[src/rtl/regfile_scoreboard.sv]
// Parametrised multi-read-port register file with a per-register pending-write scoreboard.
// Optional write-through forwarding is enabled by defining REGFILE_BYPASS_EN.
module regfile_scoreboard #(
    parameter int XLEN  = 32,
    parameter int NREG  = 32,
    parameter int NREAD = 2,
    localparam int AW   = $clog2(NREG)
) (
    input  logic                  clk,
    input  logic                  rst_n,
    input  logic [NREAD*AW-1:0]   rd_addr,
    output logic [NREAD*XLEN-1:0] rd_data,
    output logic [NREAD-1:0]      rd_busy,
    input  logic                  wr_en,
    input  logic [AW-1:0]         wr_addr,
    input  logic [XLEN-1:0]       wr_data,
    input  logic                  alloc_en,
    input  logic [AW-1:0]         alloc_addr,
    input  logic                  flush,
    output logic [NREG-1:0]       busy_vec
);

    logic [XLEN-1:0] regs [NREG];
    logic [NREG-1:0] busy;
    logic [NREG-1:0] busy_next;

    // Entry 0 is never written, so it stays at its reset value of zero.
    always_ff @(posedge clk or negedge rst_n) begin
        if (!rst_n) begin
            for (int r = 0; r < NREG; r++) begin
                regs[r] <= '0;
            end
        end else if (wr_en && (wr_addr != '0)) begin
            regs[wr_addr] <= wr_data;
        end
    end

    // Alloc is applied after the writeback clear so a same-cycle new producer keeps the bit set.
    always_comb begin
        busy_next = busy;
        if (flush) begin
            busy_next = '0;
        end else begin
            if (wr_en) begin
                busy_next[wr_addr] = 1'b0;
            end
            if (alloc_en) begin
                busy_next[alloc_addr] = 1'b1;
            end
        end
        busy_next[0] = 1'b0;
    end

    always_ff @(posedge clk or negedge rst_n) begin
        if (!rst_n) begin
            busy <= '0;
        end else begin
            busy <= busy_next;
        end
    end

    assign busy_vec = busy;

    always_comb begin
        logic [AW-1:0] a;
        a       = '0;
        rd_data = '0;
        rd_busy = '0;
        for (int i = 0; i < NREAD; i++) begin
            a = rd_addr[i*AW +: AW];
            if (a != '0) begin
                rd_data[i*XLEN +: XLEN] = regs[a];
                rd_busy[i]              = busy[a];
`ifdef REGFILE_BYPASS_EN
                // Forwarding is held off during reset so outputs read as zero.
                if (rst_n && wr_en && (wr_addr == a)) begin
                    rd_data[i*XLEN +: XLEN] = wr_data;
                    rd_busy[i]              = 1'b0;
                end
`endif
            end
        end
    end

endmodule
[config.mk]
export PLATFORM = sky130hd
export DESIGN_NAME = regfile_scoreboard
export DESIGN_NICKNAME = d
export VERILOG_FILES = /design/src/rtl/regfile_scoreboard.sv
export SDC_FILE = /design/constraint.sdc
export NUM_CORES = 2
export LEC_CHECK = 0
export CAP_MARGIN = 20
export CORE_MARGIN = 10
export CORE_UTILIZATION = 40
export CTS_CLUSTER_DIAMETER = 40
export DETAILED_ROUTE_END_ITERATION = 10
export PLACE_DENSITY_LB_ADDON = 0.25
export SYNTH_ARGS = -nofsm -noshare
export SYNTH_HDL_FRONTEND = slang
export SYNTH_SLANG_ARGS = --single-unit
[constraint.sdc]
create_clock -name clk -period 4.4 [get_ports clk]
set_input_delay 0.88 -clock clk [delete_from_list [all_inputs] [get_ports clk]]
set_output_delay 0.88 -clock clk [all_outputs]
set_load 0.01 [all_outputs]
* Word level (Yosys, flattened, before mapping)
Cells that the tools add are included.
** Storage, ports and cells
- Register bits :: 1055
- Output and inout bits :: 98
- Word-level logic and storage cells :: 81
** Operators by class
- Muxes and demuxes :: 25
- $lt $le $gt $ge :: 10
- Reductions and logical operators :: 7
- Bitwise operators :: 6
** Operator list (count)
- $bwmux 1024 :: 1
- $mux 32 :: 11
- $bmux 32 s5 :: 2
- $demux 32 s5 :: 1
- $and 32x32->32 :: 1
- $not 32->32 :: 1
- $or 32x32->32 :: 1
- $lt 5x6->1 const B :: 4
- $ge 6x6->1 const B :: 3
- $not 5->6 :: 3
- $reduce_bool 5->1 :: 3
- $bmux 1 s5 :: 2
- $demux 1 s5 :: 2
- $ge 5x1->1 const B :: 2
- $lt 6x1->1 const B :: 1
- $mux 1 :: 6
- $logic_and 1x1->1 :: 4

* Depth between registers and ports, before layout
- Depth after elaboration :: 11
- Depth in mapped cells :: 8

* Worst setup path after synthesis
No wires, ideal clock.
- Path kind :: input to output
- Start :: input port rd_addr[6]
- End :: output port rd_data[41]
- Path buffers :: 3
- Data arrival time :: 2.470 ns
- Stages on the path :: 7
- Path slack :: 1.050 ns
- Cells stage by stage :: buf_2 buf_2 buf_2 mux4_2 a22oi_1 nand3_1 o21a_1
** On the way
- Word-level cells in the longest chain between the ends :: 5
- Elaborated cells between the ends (all ways) :: 6
** Ends and longest elaborated chain
- from (decl) :: line 11 : input logic [NREAD*AW-1:0] rd_addr,
- $not 5->6 (not written as such) :: line 72 : rd_data[i*XLEN +: XLEN] = regs[a];
- $bmux 32 s5 :: line 72
- $mux 32 (not written as such) (2 in a row) :: line 72
- $mux 32 (*) :: line 71 : if (a != '0) begin
- to (decl) :: line 12 : output logic [NREAD*XLEN-1:0] rd_data,
Mark *: on every way between the ends. The rest lies on a longest branch, timed or not. The select of a mux whose other input is x is not followed.

* Final worst setup path
- Start :: input port rd_addr[5]
- End :: output port rd_data[55]
The elaborated chain is that of the path after synthesis.

==> summary by stage <==
Synth
The number of nets handed over by synthesis was 3737. The post-synthesis register bit count is 1053. The share of flip-flops with an asynchronous set or reset is 100.0%.

A synthesized cell averages 15.19 sq um. Synthesis produced a netlist whose cell count is 3680. The sequential share of the synthesized area is 47.14%. The mapped netlist covers 55900 sq um. The synthesized netlist contains 41 unique library cells. The most used flip-flop cell after synthesis is dfrtp_1. The number of warnings reported in the yosys synthesis log is 0. Yosys mapped a number of flops with a built-in enable equal to 0.

Place
The pre-CTS worst setup slack is -0.4207 ns. The count of buffers added on input and output ports is 153. Routability-driven placement finished with a final weighted congestion of 0.8383.

The HPWL after detailed placement is 117500 um.

Clock network
The hold buffer count at cts is 0. The clock tree root buffer cell is clkbuf_16. In this run the deepest clock path goes through 3 buffers. The clock transition at the register clock pins on the worst setup and hold paths after CTS is 0.06 ns. CTS saw 1053 sinks. The clock tree from TritonCTS is done. The depth of the CTS H-tree is 4. The number of clock buffers added by TritonCTS is 157.

The later-pin clock latency in the skew report is 0.78 ns. The number of setup buffers added after CTS is 0.

GRT
The first global-routing pass estimated 280500 um of wire. The residual overflow from global routing is 0. The number of global-route vias before repair is 38.00k.

The initial antenna violation count was 11. The largest net degree at the start of global routing is 96. The total routing resource utilization after global routing is 24.43%.

Drt
The total via count in the routed design is 37.05k. The routed length per instance is 32.92 um. The final antenna-violating net count is 0. The number of vias per cell is 6.332.

After detailed routing, the number of remaining DRC violations is 0. Wires add up to 192600 um. The pre-antenna-repair detailed-routing pass consisted of 5 iterations. The first-iteration detailed-routing DRC count is 3375.

Power and ir drop
The post-route total power is 32.49 mW. The static leakage is 28.73 nW. The power per standard cell area is 483.6 nW/um^2. The peak supply drop is 0.0004461 V.

STA
Setup violations remaining at the end of the flow were counted as 0. Across all hold checks on the routed design, the worst slack comes to 0.1518 ns. The worst pin sits at a relative slew slack of 24.15%.

The number of failing hold endpoints at the final stage is 0. At the pin with the least slew margin, the transition time is 1.138 ns. After layout, the worst setup slack is 0.05361 ns. Subtracting the final worst setup slack from the clock period gives 4.346 ns. The max-slew violation total from the final report is 0. Setup repair after global routing left no endpoint under its margin.

The worst clock skew is 0 ns. Derived from the worst setup path, the maximum achievable clock frequency is 230.1 MHz. The worst path uses 98.78% of the clock period.

Setup path
The reg-to-reg setup timing slack is 3.33 ns. The critical path capture point type is a primary output. The critical path is of the in -> out type. In this design, the stage delay of the slowest critical-path cell is 0.64 ns. The endpoint arrival time on the critical path is 3.47 ns. Data on the critical path is required at its endpoint by 3.52 ns. Traced cell by cell, the critical path runs through buf_6 -> clkinv_2 -> buf_12 -> o22ai_1 -> o21ai_0 -> a2bb2oi_1 -> clkdlybuf4s50_1. The buffer and inverter count on the worst path is 4. The kind of cell with the highest combined delay along the critical path is buffers and inverters. The worst setup path is launched from an input pin.

The worst-path cell with the longest stage delay is clkdlybuf4s50_1. In this run the number of cells on the critical path is 7. Along the worst path, the maximum fanout reaches 21. For the worst flop-to-flop path, the logic depth is 2.

Cells and area
Compared with the post-synthesis result, the final layout area differs by 20.15%. The number of nets in the layout is 3898. Cells fill 48.26% of the core in the end.

The fraction of final layout cells sized beyond drive strength 1 is 56.21%.

Floorplan
The die area is 155100 sq um. The chip height is 393.8 um. The number of primary I/O pins is 155. From left edge to right edge, the die measures 393.8 um.

The count of standard-cell rows is 137. The floorplan core area is 139200 sq um. For this configuration, the core starts out at a cell density of 40.16%.

Status
The run finished with clean final reports.

Run
Max-cap violations in this run came to 0.

Hold path
The path class of the tightest hold or removal check is in -> async.
==> where the power goes <==
part           total [mW]  internal (mW)  switching [mW]
clock                13.5           8.48            4.97
sequential           12.9           11.5            1.39
combinational        6.15           3.76            2.39
total                32.5           23.7            8.75
==> worst reg2reg max path, stage by stage (launching register included) <==
cell     delay (ns)
dfrtp_1        0.65
o21ai_0        0.16
a21oi_1        0.18
==> cells by family (layout without fill, tap and decap cells) <==
group | after synthesis | after routing | synth area share [%]
other | 1 | 4 | 0.006708
multiplexers | 1690 | 1690 | 43.38
AO/OA/AOI/OAI | 332 | 332 | 4.371
AND/OR/NAND/NOR | 175 | 175 | 1.596
buffers and inverters | 429 | 720 | 3.509
flip-flops | 1053 | 1053 | 47.14
==> path summary, 6_finish.rpt <==
kind | end | start
setup / recovery | rd_data[55] | rd_addr[5]
hold / removal | regs[276]$_DFFE_PN0P_ | rst_n
setup reg to reg | busy_vec[22]$_DFF_PN0_ | busy_vec[22]$_DFF_PN0_
hold reg to reg | regs[1006]$_DFFE_PN0P_ | regs[1006]$_DFFE_PN0P_
max in group asynchronous | regs[425]$_DFFE_PN0P_ | rst_n
min in group clk | regs[1006]$_DFFE_PN0P_ | regs[1006]$_DFFE_PN0P_
==> area by class of cell <==
| cell class | count | area [sq um] |
|---|---|---|
| fillers | 12024 | 72020 |
| multi-input cells | 2198 | 28010 |
| flip-flops and latches | 1053 | 26350 |
| repair buffers | 429 | 4791 |
| clock buffers | 193 | 4318 |
| well taps | 1876 | 2347 |
| clock inverters | 96 | 1334 |
| inverters | 2 | 8.758 |
| diodes | 3 | 7.507 |
==> Yosys cell counts (3+ instances only) <==
master / number / share of area, %
a211oi_1: 14 / 0.19
a21oi_1: 16 / 0.14
a221oi_1: 102 / 1.6
a22o_1: 6 / 0.094
a22oi_1: 60 / 0.81
a2bb2oi_1: 3 / 0.047
and2_1: 8 / 0.090
and3_1: 3 / 0.034
and3b_1: 4 / 0.063
buf_1: 38 / 0.26
buf_2: 116 / 1.0
buf_4: 33 / 0.44
buf_6: 11 / 0.22
clkbuf_1: 229 / 1.5
dfrtp_1: 1053 / 47
mux2_1: 9 / 0.18
mux2_2: 1134 / 23
mux2i_1: 75 / 1.3
mux4_2: 472 / 19
nand2_1: 38 / 0.26
nand3_1: 26 / 0.23
nand3b_1: 5 / 0.067
nor2_1: 39 / 0.26
nor2b_1: 31 / 0.35
nor3_1: 5 / 0.045
nor3b_1: 8 / 0.11
o21a_1: 22 / 0.30
o21ai_0: 59 / 0.53
o22ai_1: 25 / 0.28
o32ai_1: 22 / 0.34
==> flip-flops by register name, summed over array words and instances, names as in the netlist <==
signal,count
regs,1022
busy_vec,31
==> per-stage QoR <==
stage               instance area (sq um)  cells  setup TNS (ns)
floorplan                           55900   3680               0
global placement                    60990   5541          -5.419
detailed placement                  60990   5541          -3.610
CTS                                 66710   5830               0
global route                        67160   5847               0
finish                              67170   5850               0
==> routing by layer <==
| layer | global-route usage (%) | routed length [um] |
|---|---|---|
| met5 | 0 | 67 |
| met4 | 7.881 | 6320 |
| met3 | 5.559 | 15270 |
| met2 | 36.87 | 86770 |
| met1 | 34.79 | 84150 |
==> repair_timing <==
item	CTS	global route
endpoints found under the setup margin	24	9
gates cloned	0	1
gates resized for setup	14	16
==> cells in the final DEF, fill, tap and decap left out, types with 14 or more instances in the layout <==
cell type,n
mux2_2,1134
dfrtp_1,1053
mux4_2,472
buf_4,192
clkbuf_16,163
clkdlybuf4s50_1,135
a221oi_1,87
mux2i_1,75
buf_12,68
a22oi_1,60
o21ai_0,59
nor2b_1,26
nand3_1,26
o22ai_1,25
bufinv_16,24
nand2_1,23
o32ai_1,22
o21a_1,22
clkbuf_8,21
nor2_4,20
clkinv_2,20
nor2_1,19
inv_6,19
a21oi_1,16
nand2_4,15
a211oi_1,14
clkbuf_1,14
Note: power is estimated with default switching activity, not from simulation.
